--- config.mk ---
export PLATFORM = sky130hd
export DESIGN_NAME = mag_sq_energy_detector
export DESIGN_NICKNAME = d
export VERILOG_FILES = /design/src/rtl/csi_pkg.sv /design/src/rtl/mag_sq_window_buffer.sv /design/src/rtl/mag_sq_energy_detector.sv
export SDC_FILE = /design/constraint.sdc
export NUM_CORES = 1
export LEC_CHECK = 0
export BUFFER_PORTS_ARGS = -buffer_cell sky130_fd_sc_hd__buf_2
export CAP_MARGIN = 20
export CORE_MARGIN = 2
export CORE_UTILIZATION = 40
export CTS_CLUSTER_SIZE = 10
export DETAILED_ROUTE_END_ITERATION = 10
export PLACE_DENSITY = 0.55
export SETUP_SLACK_MARGIN = 0.1
export SLEW_MARGIN = 20
export SYNTH_ARGS = -nofsm -noshare
export SYNTH_HDL_FRONTEND = slang
export SYNTH_SLANG_ARGS = --single-unit
export TNS_END_PERCENT = 100
--- constraint.sdc ---
create_clock -name clk_in -period 8.2 [get_ports clk_in]
set_clock_uncertainty 0.15 [all_clocks]
set_input_delay 0.41 -clock clk_in [delete_from_list [all_inputs] [get_ports clk_in]]
set_output_delay 0.41 -clock clk_in [all_outputs]
set_load 0.005 [all_outputs]
--- src/rtl/csi_pkg.sv ---
// Shared types and default widths for the CSI extraction path.
// Latency: n/a (declarations only).
// Backpressure: n/a.
package csi_pkg;

    localparam int MAG_SQ_WIDTH        = 32;
    localparam int DEFAULT_WINDOW_LOG2 = 4;

    // Explicit encodings so the 2-bit state register has a fixed layout.
    typedef enum logic [1:0] {
        FILL   = 2'd0,
        IDLE   = 2'd1,
        ACTIVE = 2'd2
    } energy_det_state_t;

endpackage : csi_pkg

--- src/rtl/mag_sq_window_buffer.sv ---
// Circular buffer holding the last 2^WINDOW_LOG2 accepted samples, with fill tracking.
// Latency: write lands on the next edge; oldest_out is combinational from the current wr_ptr.
// Backpressure: none, one write per cycle when wr_en_in is high.
// Ports: clk_in/rst_n_in clock and async reset; clear_in flush; wr_en_in/wr_dat_in sample write;
//        oldest_out entry about to be overwritten; full_out window holds W samples;
//        fill_last_out next write completes the window.
module mag_sq_window_buffer
    import csi_pkg::*;
#(
    parameter int DATA_WIDTH  = MAG_SQ_WIDTH,
    parameter int WINDOW_LOG2 = DEFAULT_WINDOW_LOG2
) (
    input  logic                  clk_in,
    input  logic                  rst_n_in,
    input  logic                  clear_in,
    input  logic                  wr_en_in,
    input  logic [DATA_WIDTH-1:0] wr_dat_in,
    output logic [DATA_WIDTH-1:0] oldest_out,
    output logic                  full_out,
    output logic                  fill_last_out
);

    localparam int W = 1 << WINDOW_LOG2;
    localparam logic [WINDOW_LOG2-1:0] PTR_ONE  = 1;
    localparam logic [WINDOW_LOG2:0]   CNT_ONE  = 1;
    localparam logic [WINDOW_LOG2:0]   CNT_FULL = (WINDOW_LOG2+1)'(W);

    logic [DATA_WIDTH-1:0]  mem [W];
    logic [WINDOW_LOG2-1:0] wr_ptr;
    logic [WINDOW_LOG2:0]   fill_cnt;

    // The slot at wr_ptr is both the oldest sample and the next one replaced.
    assign oldest_out    = mem[wr_ptr];
    assign full_out      = (fill_cnt == CNT_FULL);
    assign fill_last_out = (fill_cnt == CNT_FULL - CNT_ONE);

    always_ff @(posedge clk_in or negedge rst_n_in) begin
        if (!rst_n_in) begin
            for (int i = 0; i < W; i++) mem[i] <= '0;
            wr_ptr   <= '0;
            fill_cnt <= '0;
        end else if (clear_in) begin
            // Zeroed slots let the running sum subtract them harmlessly during refill.
            for (int i = 0; i < W; i++) mem[i] <= '0;
            wr_ptr   <= '0;
            fill_cnt <= '0;
        end else if (wr_en_in) begin
            mem[wr_ptr] <= wr_dat_in;
            wr_ptr      <= wr_ptr + PTR_ONE;
            if (!full_out) fill_cnt <= fill_cnt + CNT_ONE;
        end
    end

endmodule : mag_sq_window_buffer

--- src/rtl/mag_sq_energy_detector.sv ---
// Sliding-window energy sum over squared magnitudes with hysteresis detect FSM.
// Latency: 1 cycle from accepted sample to energy/valid/detect/pulse outputs.
// Backpressure: none, accepts one sample every cycle.
// Ports: clk_in/rst_n_in clock and async reset; mag_sq_in/mag_sq_valid_in sample stream;
//        clear_in synchronous flush; threshold_on_in/threshold_off_in hysteresis levels;
//        energy_out/energy_valid_out window sum and strobe; detect_out/_start_out/_end_out detect flag and edges.
module mag_sq_energy_detector
    import csi_pkg::*;
#(
    parameter  int DATA_WIDTH  = MAG_SQ_WIDTH,
    parameter  int WINDOW_LOG2 = DEFAULT_WINDOW_LOG2,
    localparam int SUM_WIDTH   = DATA_WIDTH + WINDOW_LOG2
) (
    input  logic                  clk_in,
    input  logic                  rst_n_in,
    input  logic [DATA_WIDTH-1:0] mag_sq_in,
    input  logic                  mag_sq_valid_in,
    input  logic                  clear_in,
    input  logic [SUM_WIDTH-1:0]  threshold_on_in,
    input  logic [SUM_WIDTH-1:0]  threshold_off_in,
    output logic [SUM_WIDTH-1:0]  energy_out,
    output logic                  energy_valid_out,
    output logic                  detect_out,
    output logic                  detect_start_out,
    output logic                  detect_end_out
);

    energy_det_state_t     state;
    logic [SUM_WIDTH-1:0]  sum_q;
    logic [SUM_WIDTH-1:0]  next_sum;
    logic [DATA_WIDTH-1:0] oldest;
    logic                  accept;
    logic                  full;
    logic                  fill_last;
    logic                  fill_done;

    assign accept = mag_sq_valid_in && !clear_in;

    mag_sq_window_buffer #(
        .DATA_WIDTH  (DATA_WIDTH),
        .WINDOW_LOG2 (WINDOW_LOG2)
    ) u_window (
        .clk_in        (clk_in),
        .rst_n_in      (rst_n_in),
        .clear_in      (clear_in),
        .wr_en_in      (accept),
        .wr_dat_in     (mag_sq_in),
        .oldest_out    (oldest),
        .full_out      (full),
        .fill_last_out (fill_last)
    );

    // The evicted sample is always already inside sum_q, so this cannot underflow,
    // and SUM_WIDTH carries W full-scale samples, so it cannot overflow either.
    assign next_sum  = sum_q + SUM_WIDTH'(mag_sq_in) - SUM_WIDTH'(oldest);
    assign fill_done = !full && fill_last;

    assign energy_out = sum_q;
    assign detect_out = (state == ACTIVE);

    always_ff @(posedge clk_in or negedge rst_n_in) begin
        if (!rst_n_in) begin
            state            <= FILL;
            sum_q            <= '0;
            energy_valid_out <= 1'b0;
            detect_start_out <= 1'b0;
            detect_end_out   <= 1'b0;
        end else begin
            energy_valid_out <= 1'b0;
            detect_start_out <= 1'b0;
            detect_end_out   <= 1'b0;
            if (clear_in) begin
                sum_q          <= '0;
                state          <= FILL;
                detect_end_out <= (state == ACTIVE);
            end else if (accept) begin
                sum_q            <= next_sum;
                energy_valid_out <= 1'b1;
                unique case (state)
                    FILL: begin
                        // The completing sample is also the first detect decision.
                        if (fill_done) begin
                            if (next_sum >= threshold_on_in) begin
                                state            <= ACTIVE;
                                detect_start_out <= 1'b1;
                            end else begin
                                state <= IDLE;
                            end
                        end
                    end
                    IDLE: begin
                        if (next_sum >= threshold_on_in) begin
                            state            <= ACTIVE;
                            detect_start_out <= 1'b1;
                        end
                    end
                    ACTIVE: begin
                        if (next_sum < threshold_off_in) begin
                            state          <= IDLE;
                            detect_end_out <= 1'b1;
                        end
                    end
                    default: state <= FILL;
                endcase
            end
        end
    end

endmodule : mag_sq_energy_detector

; ---- Word-level counts from Yosys, hierarchy flattened
; Cells that the tools add are included.
[word_totals]
input_bits = 108
output_inout_bits = 40
ff_bits = 562
wordCells = 82
[classes]
n_bitwise = 1
order_cmp = 4
add_sub_neg = 4
n_reduce_logical = 9
n_mux = 33
n_eq_ne = 8
[op_table]
columns = operator, n
row1 = 512-bit 2-to-1 mux, 2
row2 = 512-bit bitwise mux, 1
row3 = 32-bit binary-select mux with 4-bit select, 1
row4 = 32-bit demux with 4-bit select, 1
row5 = 32-bit 2-to-1 mux, 3
row6 = 36-bit 2-to-1 mux, 2
row7 = 36-bit by 32-bit adder with 36-bit output, 1
row8 = 36-bit greater-or-equal comparator, 1
row9 = 36-bit less-than comparator, 1
row10 = 36-bit by 32-bit subtractor with 36-bit output, 1
row11 = 5-bit 2-to-1 mux, 3
row12 = 2-bit 2-to-1 mux, 6
row13 = 1-bit 2-to-1 mux, 10
row14 = 4-bit 2-to-1 mux, 2
row15 = "3-bit != test, second input constant", 2
row16 = 2-bit one-hot mux with 3 select lines, 1
row17 = "5-bit by 1-bit adder with 5-bit output, second input constant", 1
row18 = "5-bit by 4-bit equality test with 1-bit output, second input constant", 1
row19 = "5-bit equality test, second input constant", 1
row20 = "5-bit greater-or-equal comparator, second input constant", 1
row21 = "5-bit by 1-bit less-than comparator with 1-bit output, second input constant", 1
row22 = 4-bit NOT with 5-bit output, 1
row23 = "4-bit by 1-bit adder with 4-bit output, second input constant", 1
row24 = 4-bit AND reduction, 1
row25 = 10 further kinds, 13

; ---- Longest topological paths before layout
; Gate-level depths: netlist of run 1.
[depth]
word_depth = 11
depth_mapped = 26
ltp_nobuf = 23

; ---- By module
; A second synthesis of run 1 with hierarchy kept.
[unflattened]
hier_cells = 3456
area_unflattened_um2 = 31312.5
[modules_own_cells]
columns = mod, area_per_inst_um2, seq_area_each_um2, cells_each, instances
row1 = mag_sq_window_buffer, 24890.1, 13037.5, 2652, 1
row2 = mag_sq_energy_detector, 6422.4, 1026.0, 804, 1

; ---- Worst setup path before layout of run 1
; No wires, ideal clock.
[synth_path]
kind = register -> register
start = register u_window.wr_ptr[0]
end = register state[1]
path_buffers = 3
arrival_ns = 6.314
setup_time_ns = 0.124
slack_ns = 1.612
synth_period_minus_slack_ns = 6.588
stages_incl_launch_ff = 24
required_ns = 7.926
cell_sequence = dfrtp_1 clkbuf_1 clkbuf_1 buf_1 mux4_2 mux4_2 fa_1 inv_1 ha_1 and3_2 and3_1 a221oi_2 or4_4 nand2_1 xor2_1 ha_1 a2111oi_0 o21ai_0 a31o_2 a21oi_1 o21ai_0 o21ai_0 nand2_1 a211o_1
[synth_between]
elab_chain_cells = 11
word_cells_on_any_way = 15
cone_classes = add/sub (1) / order compare (2) / eq/ne (2) / mux (8) / bitwise (1) / reduce/logical (1)
[synth_lines]
columns = element, line
row1 = from (decl), mag_sq_window_buffer.sv:29  ; logic [WINDOW_LOG2-1:0] wr_ptr;
row2 = from (signal assigned), mag_sq_window_buffer.sv:49  ; wr_ptr <= wr_ptr + PTR_ONE;
row3 = 4-bit NOT with 5-bit output (not written as such) *, mag_sq_window_buffer.sv:33  ; assign oldest_out = mem[wr_ptr];
row4 = 32-bit binary-select mux with 4-bit select *, mag_sq_window_buffer.sv:33
row5 = 32-bit 2-to-1 mux (not written as such) * (2 in a row), mag_sq_window_buffer.sv:33
row6 = 36-bit by 32-bit subtractor with 36-bit output *, mag_sq_energy_detector.sv:55  ; assign next_sum = sum_q + SUM_WIDTH'(mag_sq_in) - SUM_WIDTH'(oldest);
row7 = 36-bit greater-or-equal comparator, "mag_sq_energy_detector.sv:83, mag_sq_energy_detector.sv:92"
row8 = 2-bit 2-to-1 mux, mag_sq_energy_detector.sv:83  ; if (next_sum >= threshold_on_in) begin
row9 = 2-bit 2-to-1 mux, mag_sq_energy_detector.sv:82  ; if (fill_done) begin
row10 = 2-bit one-hot mux with 3 select lines, mag_sq_energy_detector.sv:79  ; unique case (state)
row11 = 2-bit 2-to-1 mux, mag_sq_energy_detector.sv:76  ; end else if (accept) begin
row12 = 2-bit 2-to-1 mux, mag_sq_energy_detector.sv:72  ; if (clear_in) begin
row13 = to (signal assigned), mag_sq_energy_detector.sv:74  ; state <= FILL;
row14 = to (signal assigned), mag_sq_energy_detector.sv:84  ; state <= ACTIVE;
row15 = to (signal assigned), mag_sq_energy_detector.sv:87  ; state <= IDLE;
row16 = to (decl), mag_sq_energy_detector.sv:28  ; energy_det_state_t state;
; Mark *: on every way between the ends. The rest lies on a longest branch, timed or not. The select of a mux whose other input is x is not followed.
; A chain may end at the register's enable or synchronous reset.

; ---- Worst setup path in the final report of run 1
[layout_path]
start = register u_window.wr_ptr[0]
end = register state[0]
; The elaborated chain is that of the path after synthesis.

==> results of run 1 <==
final cells by class:
cell class	instances	area, um^2
antenna	1	2.50
clock buffer	92	1930
clock inverter	8	70.1
fill	7480	42700
inverter	217	815
multi-input combinational	2355	15300
sequential	562	14100
tap	1040	1300
timing repair buffer	206	1320
power breakdown:
group / total (W) / switching (W) / internal [W]
registers: 0.00295 / 0.0000918 / 0.00286
clock network: 0.00283 / 0.00121 / 0.00163
logic: 0.00314 / 0.00190 / 0.00124
synthesized netlist by cell type, types with 15 or more instances:
library cell / n
sky130_fd_sc_hd__nand2_1: 1085
sky130_fd_sc_hd__dfrtp_1: 562
sky130_fd_sc_hd__a21oi_1: 580
sky130_fd_sc_hd__o21ai_0: 30
sky130_fd_sc_hd__a21o_1: 35
sky130_fd_sc_hd__clkbuf_1: 280
sky130_fd_sc_hd__nor2_1: 68
sky130_fd_sc_hd__mux4_2: 160
sky130_fd_sc_hd__ha_1: 114
sky130_fd_sc_hd__nand3_1: 17
sky130_fd_sc_hd__buf_1: 19
sky130_fd_sc_hd__xor2_1: 16
sky130_fd_sc_hd__mux2i_1: 25
sky130_fd_sc_hd__xnor2_1: 23
sky130_fd_sc_hd__and2_1: 15
sky130_fd_sc_hd__nand4_1: 20
sky130_fd_sc_hd__inv_1: 217
sky130_fd_sc_hd__fa_1: 32
logic make-up after synthesis:
| family | Yosys count | synth area share |
|---|---|---|
| simple gates | 1274 | 0.163 |
| compound gates | 711 | 0.124 |
| xor+xnor | 39 | 0.0109 |
| buf+inv | 520 | 0.0626 |
| fa+ha+maj | 146 | 0.0661 |
| flops | 562 | 0.450 |
| mux | 185 | 0.123 |
metal layers:
layer  GRT usage  routed length [um]
met5           0                  64
met4      0.0659                2230
met3      0.0464                7890
met2       0.397               47000
met1       0.377               46300
worst max path at each step:
| stage | from | endpoint | slack, ns | cells after the start |
|---|---|---|---|---|
| 2_1_floorplan | u_window.wr_ptr[0] | state[1] | 1.61 | 23 |
| 3_3_place_gp | u_window.wr_ptr[0] | state[0] | 0.80 | 20 |
| 3_5_place_dp | u_window.wr_ptr[0] | state[0] | 1.05 | 19 |
| 4_1_cts | u_window.wr_ptr[0] | state[0] | 1.04 | 19 |
| 5_1_grt | u_window.wr_ptr[0] | state[1] | 0.61 | 23 |
| 6_report | u_window.wr_ptr[0] | state[0] | 1.04 | 20 |
timing repair:
action	4_1_cts	5_1_grt
hold buffers	1	0
hold endpoints to repair	68	0
buffers inserted	0	0
through the flow:
stage | util | hold WS [ns] | setup slack, ns | total power [W] | area, um^2
after floorplan | - | -0.0356 | 1.61 | 0.00525 | 31300
after global placement | 0.422 | 0.297 | 0.802 | 0.00613 | 32700
after detailed placement | 0.422 | 0.301 | 1.05 | 0.00614 | 32700
after CTS | 0.448 | 0.0178 | 1.04 | 0.00899 | 34700
after global routing | 0.449 | 0.0484 | 0.612 | 0.00953 | 34800
final | 0.449 | 0.0461 | 1.04 | 0.00892 | 34800
registers in the layout, summed over array words and instances (netlist names):
name               cells
state                  2
energy_out            36
u_window.fill_cnt      5
u_window.mem         512
energy_valid_out       1
u_window.wr_ptr        4
detect_start_out       1
detect_end_out         1
tightest hold or removal path: cells and delay by family:
family | cells | cell delay [ns]
AO/OA/AOI/OAI | 1 | 0.06
buffers and inverters | 1 | 0.21
AND/OR/NAND/NOR | 1 | 0.09
==> results.txt, run 1 <==
The register area share after synthesis is 0.450. The number of cells on the worst reg-to-reg path is 20. The final count of hold timing violations came out at 0. The worst hold path terminates at u_window.mem[147]. Detailed placement finished with a half-perimeter wire length of 63700 um. Of all nets on the critical path, the largest fanout is 29. The clock passes through at most 3 buffers.

STA puts the critical path data arrival time at 7.46 ns. Data on the critical path is required at its endpoint by 8.50 ns. In the layout the commonest cells are sky130_fd_sc_hd__nand2_1 (1084), sky130_fd_sc_hd__a21oi_1 (580), sky130_fd_sc_hd__dfrtp_1 (558), sky130_fd_sc_hd__inv_1 (217), sky130_fd_sc_hd__mux4_2 (160). The logs give 0.257 for the worst-case headroom to the max-slew limit and 562 for the clock sink count. The analysis attributes to cell leakage a power of 15.1 nW. The count of port buffers added during placement was 147.

Clock slew seen by the registers of the worst setup and hold paths: 0.06 ns. The worst register-to-register path begins at u_window.wr_ptr[0]. The worst register-to-register path ends at state[0]. The post-synthesis register bit count is 562. For the largest net degree at the start of global routing, the log shows 185.

The critical path contains buffers and inverters numbering 2 combined. Post-synthesis average cell area: 9.09 um^2. The tools report the worst-case vdd ir drop as 128 uV. Synthesis produced a netlist with a net count of 3691.

For the final routed database, the setup TNS stands at 0 ns. The die is 284 um wide. Synthesis produced a netlist whose cell count is 3437. The fraction of layout cells with a size suffix above 1 was 0.138. For the pin with the worst max-slew slack, the measured transition is 1.11 ns. Traced cell by cell, the critical path runs through buf_12 -> mux4_2 -> mux4_2 -> fa_1 -> inv_1 -> ha_1 -> and2_1 -> and3_1 -> a221oi_2 -> o21bai_1 -> a21oi_1 -> xnor2_1 -> ha_1 -> nand3_1 -> nor2_1 -> nand3_1 -> a2111oi_1 -> o21ai_0 -> a31oi_1 -> a221oi_1. Most frequent standard cell in the layout excluding fill and tap cells: sky130_fd_sc_hd__nand2_1.

The run gives 0.62 ns as the clock latency on the worst-skew pair. Setup repair after global routing left no endpoint under its margin. For this run, design rule violations remaining after detail routing come to 0. Counting instances, the worst hold path has a depth of 3. The critical path class was flip-flop to flip-flop.

The area inside the core boundary is 77500 um^2, and the register-to-register setup slack is 1.04 ns. Yosys attributes the largest share of cell area to sky130_fd_sc_hd__dfrtp_1 (45%), sky130_fd_sc_hd__nand2_1 (13%), sky130_fd_sc_hd__mux4_2 (12%). Compared with the post-synthesis result, the final layout area differs by 11.2%. The global routing usage summed across all routing layers was 0.258; the detailed-route vias per instance was 5.54. Commonest register cell after synthesis: sky130_fd_sc_hd__dfrtp_1.

The number of design-rule violations left by the first detailed-router iteration came out at 2789. Counting the buffers created by CTS gives 69. The largest total area in the synthesized netlist belongs to sky130_fd_sc_hd__dfrtp_1. For the number of H-tree levels, the log shows 3. TritonCTS built the clock tree. In this run the vertical extent of the chip is 284 um. The count of cells in the finished layout, fillers not included, comes to 4481. At the end of routability-driven placement, the weighted congestion stood at 0.881.

Total grt overflow: 0. The critical path's top delay family was compound AO/OA/AOI/OAI gates. In this run, distinct cell masters in the synthesized netlist total 63. Counting flops with a built-in enable in the synthesized netlist gives 0.

Setup violations remaining at the end of the flow were counted as 0. STA classifies the critical path endpoint as a flip-flop. Dividing total power by cell area gives a power density of 257 nW/um^2. The smallest clock period supported by the final layout is computed as 7.16 ns. The CTS root buffer is sky130_fd_sc_hd__clkbuf_16.

The logs give 0 for the number of nets with antenna violations after routing and 0 for the number of pins with negative max-slew slack in the final report. In this run the worst hold path is classified as input port to flip-flop. The layout net count came out at 3665.

After floorplanning, the core was divided into 102 placement rows. Derived from the worst setup path, the maximum achievable clock frequency is 0.140 GHz. The first global-routing pass estimated 159000 um of wire.

The fraction of registers with async set/reset was 1.00; the starting utilization of the core area was 0.403. The run gives 8 as the number of antenna violations at the first check in global routing. The largest individual stage delay along the critical path comes from the cell sky130_fd_sc_hd__a2111oi_1. Via count: 24811.

The number of placed instances, taps included, is 4378. Max-cap violations in this run came to 0. The portion of synthesized cell area occupied by the leading cell type was 0.450. The tools report the post-cts sizing count as 0. The worst setup path is launched from a flip-flop. The beginning of the worst hold path is mag_sq_in[19]. The floorplan step defined a die boundary enclosing 80400 um^2.

Yosys printed 0 warnings. The via count of the first global-routing pass is 24516, and the per-cell routed wire length is 23.1 um. The tools report the I/O pin count as 148.

The ratio of final minimum period to clock period works out to 0.873. The run gives 31300 um^2 as the summed instance area of the synthesized netlist. In this design, the stage delay of the slowest critical-path cell is 0.90 ns. The final layout contains routed wiring with a total length of 103000 um. The first detailed-routing pass ran for 7 iterations. The flow ran to the end, and the final reports show no timing, DRC or antenna violations.
No activity file was read; power rests on OpenSTA's default activity.
==> run 2: changes to the inputs <==
--- a/config.mk
+++ b/config.mk
@@ -7,11 +7,13 @@
 export LEC_CHECK = 0
 export BUFFER_PORTS_ARGS = -buffer_cell sky130_fd_sc_hd__buf_2
 export CAP_MARGIN = 20
+export CELL_PAD_IN_SITES_DETAIL_PLACEMENT = 0
+export CELL_PAD_IN_SITES_GLOBAL_PLACEMENT = 1
 export CORE_MARGIN = 2
 export CORE_UTILIZATION = 40
 export CTS_CLUSTER_SIZE = 10
 export DETAILED_ROUTE_END_ITERATION = 10
-export PLACE_DENSITY = 0.55
+export PLACE_DENSITY = 0.68
 export SETUP_SLACK_MARGIN = 0.1
 export SLEW_MARGIN = 20
 export SYNTH_ARGS = -nofsm -noshare
==> results.txt, run 2 (synthesis results as in run 1) <==
Clock latency on the worst-skew pair, taken at its later pin, is 0.62 ns. Final hold analysis gives a worst-case slack of 0.0387 ns. The area added between synthesis and finish is 11.4%, and the number of non-filler instances in the completed layout is 4485.

Routability-driven placement finished with a final weighted congestion of 0.849. The logs give 4375 for the instance count after placement with tap cells included and 7.39 ns for the critical path arrival. The startpoint identified for the worst register-to-register timing path is u_window.wr_ptr[0]. Internal power comes to 0.00580 W.

The count of port buffers added during placement was 147; the static leakage was 15.1 nW. The fraction of power spent switching nets was 0.361. Leaving out fill and tap cells, the most frequent cells in the layout are sky130_fd_sc_hd__nand2_1 (1083), sky130_fd_sc_hd__a21oi_1 (580), sky130_fd_sc_hd__dfrtp_1 (558), sky130_fd_sc_hd__inv_1 (217), sky130_fd_sc_hd__mux4_2 (160).

The via count of the first global-routing pass is 25660. Die extent in x: 284 um. The logs give 0.216 for the worst-case headroom to the max-slew limit and 80400 um^2 for the die area. The logs give 1.09 ns for the worst-case setup slack after placement and 8 for the first-pass detailed-route iteration total. The final sum of negative setup slack was 0 ns; the final period demand of the worst path was 7.09 ns. The number of flip-flops in the largest register is 512. The part of the total power dissipated in the clock network was 0.320. The worst-case vdd ir drop was 145 uV. TritonCTS built the clock tree.

The number of antenna violations at the first check in global routing came out at 9. The starting utilization of the core area is 0.403. The run gives 70 as the number of buffers created by CTS. Number of nets with antenna violations after routing: 0. The fraction of layout cells with a size suffix above 1 works out to 0.137.

The endpoint identified for the worst register-to-register timing path is state[0]. The tools report the final count of hold timing violations as 0. For this run, the top clock speed supported by timing is 0.141 GHz. The global-route wire length before repair is 165000 um, and the via count is 25485.

The register name with the most flops was u_window.mem. The H-tree was split into 3 levels. STA puts the critical path data required time at 8.50 ns. Dividing total power by cell area gives a power density of 261 nW/um^2. The design draws 0.00907 W. From bottom edge to top edge, the die measures 284 um.

The per-cell routed wire length came out at 24.2 um. The logs give 0 for the count of buffers added by post-CTS timing repair for setup and 0.269 for the global routing usage summed across all routing layers. The CTS root buffer was sky130_fd_sc_hd__clkbuf_16. In this run the worst path has a maximum fanout of 27. For the pin with the worst max-slew slack, the measured transition is 1.17 ns. The most frequent standard cell in the layout excluding fill and tap cells was sky130_fd_sc_hd__nand2_1.

The run gives 0.326 as the sequential group share of total power. The worst hold path begins at mag_sq_in[21]. The tools report the number of max-cap violations as 0. The run gives 148 as the I/O pin count.

The ratio of final minimum period to clock period came out at 0.865. In this run the worst hold path is classified as input port to flip-flop. In the routed design, unresolved DRC markers number 0.

After global routing the overflow that remains totals 0. Register-to-register setup slack: 1.11 ns. Counting cells, the worst reg-to-reg path comes to 21.

In the routed layout, each cell is associated on average with a via count of 5.68. The core region is 77500 um^2. In the post-route analysis, the smallest setup slack over all paths is 1.11 ns. Aggregate routed wire length: 108000 um. Endpoint of the worst hold path: u_window.mem[213].

After clock tree synthesis, the clock-pin slew on the worst setup and hold paths is 0.06 ns. The layer with the highest usage after global routing is met2. Detailed placement ended at an HPWL of 67400 um. The met1 routing resource usage after global routing is 0.374, and the number of rows in the core area is 102. After filler insertion, the fill cell instance count of the layout stands at 7471. The critical path class was flip-flop to flip-flop. The worst hold path was traced through 3 stages.

The logs give 201 for the largest net degree at the start of global routing and 3663 for the layout net count. The worst-case clock buffer depth came out at 3. The run gives 0 as the number of pins with negative max-slew slack in the final report. For the met2 capacity usage during global routing, the log shows 0.427. Setup violations remaining at the end of the flow were counted as 0. The run gives 2623 as the number of design-rule violations left by the first detailed-router iteration.

Setup repair after global routing left no endpoint under its margin. The analysis attributes to net switching a power of 0.00327 W. The met3 track demand over resource is 0.0531. The share of total power in combinational logic came out at 0.355.

STA classifies the critical path startpoint as a flip-flop. For the clock sink count, the log shows 562. STA classifies the critical path endpoint as a flip-flop. The flow ran to the end, and the final reports show no timing, DRC or antenna violations.
[run 2: cell types whose count changed in the layout (fill, tap and decap cells not counted)]
cell	previous run	this run
sky130_fd_sc_hd__a2111oi_0	1	2
sky130_fd_sc_hd__a2111oi_1	1	0
sky130_fd_sc_hd__and2_1	11	17
sky130_fd_sc_hd__and2_2	8	2
sky130_fd_sc_hd__buf_12	8	9
sky130_fd_sc_hd__buf_4	49	45
sky130_fd_sc_hd__clkbuf_1	14	13
sky130_fd_sc_hd__clkbuf_16	71	74
sky130_fd_sc_hd__clkinv_2	4	8
sky130_fd_sc_hd__clkinv_8	2	1
sky130_fd_sc_hd__diode_2	1	3
sky130_fd_sc_hd__nand2_1	1084	1083
sky130_fd_sc_hd__nand2_2	1	2
[run 2: power by group through the flow]
| stage | clock network (W) | logic [W] | registers, W |
|---|---|---|---|
| CTS | 0.00295 | 0.00322 | 0.00296 |
| global placement | 0 | 0.00313 | 0.00301 |
| finish | 0.00290 | 0.00322 | 0.00296 |
| detailed placement | 0 | 0.00321 | 0.00301 |
| global route | 0.00307 | 0.00363 | 0.00297 |
| floorplan | 0 | 0.00229 | 0.00296 |
[run 2: worst max-delay path by stage]
stage / startpoint / end / slack, ns
3_3_place_gp: u_window.wr_ptr[0] / state[1] / 1.16
2_1_floorplan: u_window.wr_ptr[0] / state[1] / 1.61
3_5_place_dp: u_window.wr_ptr[0] / state[0] / 1.09
5_1_grt: u_window.wr_ptr[0] / state[0] / 0.66
6_report: u_window.wr_ptr[0] / state[0] / 1.11
4_1_cts: u_window.wr_ptr[0] / state[0] / 1.08
[run 2: layout make-up]
| class | count | area (um^2) | area share |
|---|---|---|---|
| timing repair buffer | 203 | 1310 | 0.0377 |
| inverter | 217 | 815 | 0.0234 |
| multi-input combinational | 2355 | 15200 | 0.438 |
| tap | 1040 | 1300 | 0.0374 |
| antenna | 3 | 7.51 | 0.000216 |
| clock inverter | 11 | 73.8 | 0.00212 |
| clock buffer | 94 | 2000 | 0.0573 |
| sequential | 562 | 14100 | 0.404 |
[run 2: routing by layer]
layer,up-vias,part of all wire
met1,12837,0.42
met5,-,0.00063
met3,185,0.083
li1,11374,-
met2,1079,0.47
met4,10,0.027
[run 2: timing repair]
action	4_1_cts	5_1_grt
hold endpoints to repair	123	0
resized for setup	0	0
hold buffers	1	0
[run 2: per-stage QoR]
| stage | instance area (um^2) | util |
|---|---|---|
| final | 34800 | 0.450 |
| after global placement | 32700 | 0.422 |
| after CTS | 34800 | 0.449 |
| after detailed placement | 32700 | 0.422 |
| after floorplan | 31300 | - |
| after global routing | 34800 | 0.449 |
[run 2: worst max-delay path, cell delays in order, from the launching register on]
cell and delay [ns]:
sky130_fd_sc_hd__dfrtp_4 0.85, sky130_fd_sc_hd__buf_12 0.29, sky130_fd_sc_hd__buf_4 0.19, sky130_fd_sc_hd__mux4_2 0.50
sky130_fd_sc_hd__mux4_2 0.50, sky130_fd_sc_hd__fa_1 0.50, sky130_fd_sc_hd__inv_1 0.07, sky130_fd_sc_hd__ha_1 0.28
sky130_fd_sc_hd__a21oi_1 0.29, sky130_fd_sc_hd__o211ai_4 0.16, sky130_fd_sc_hd__a221oi_2 0.51, sky130_fd_sc_hd__o21bai_1 0.18
sky130_fd_sc_hd__a21oi_1 0.23, sky130_fd_sc_hd__xnor2_1 0.17, sky130_fd_sc_hd__ha_1 0.35, sky130_fd_sc_hd__nand3_1 0.11
sky130_fd_sc_hd__nor2_1 0.15, sky130_fd_sc_hd__nand3_1 0.08, sky130_fd_sc_hd__a2111oi_0 0.79, sky130_fd_sc_hd__o21ai_0 0.23
sky130_fd_sc_hd__a31oi_1 0.21, sky130_fd_sc_hd__a221oi_1 0.11
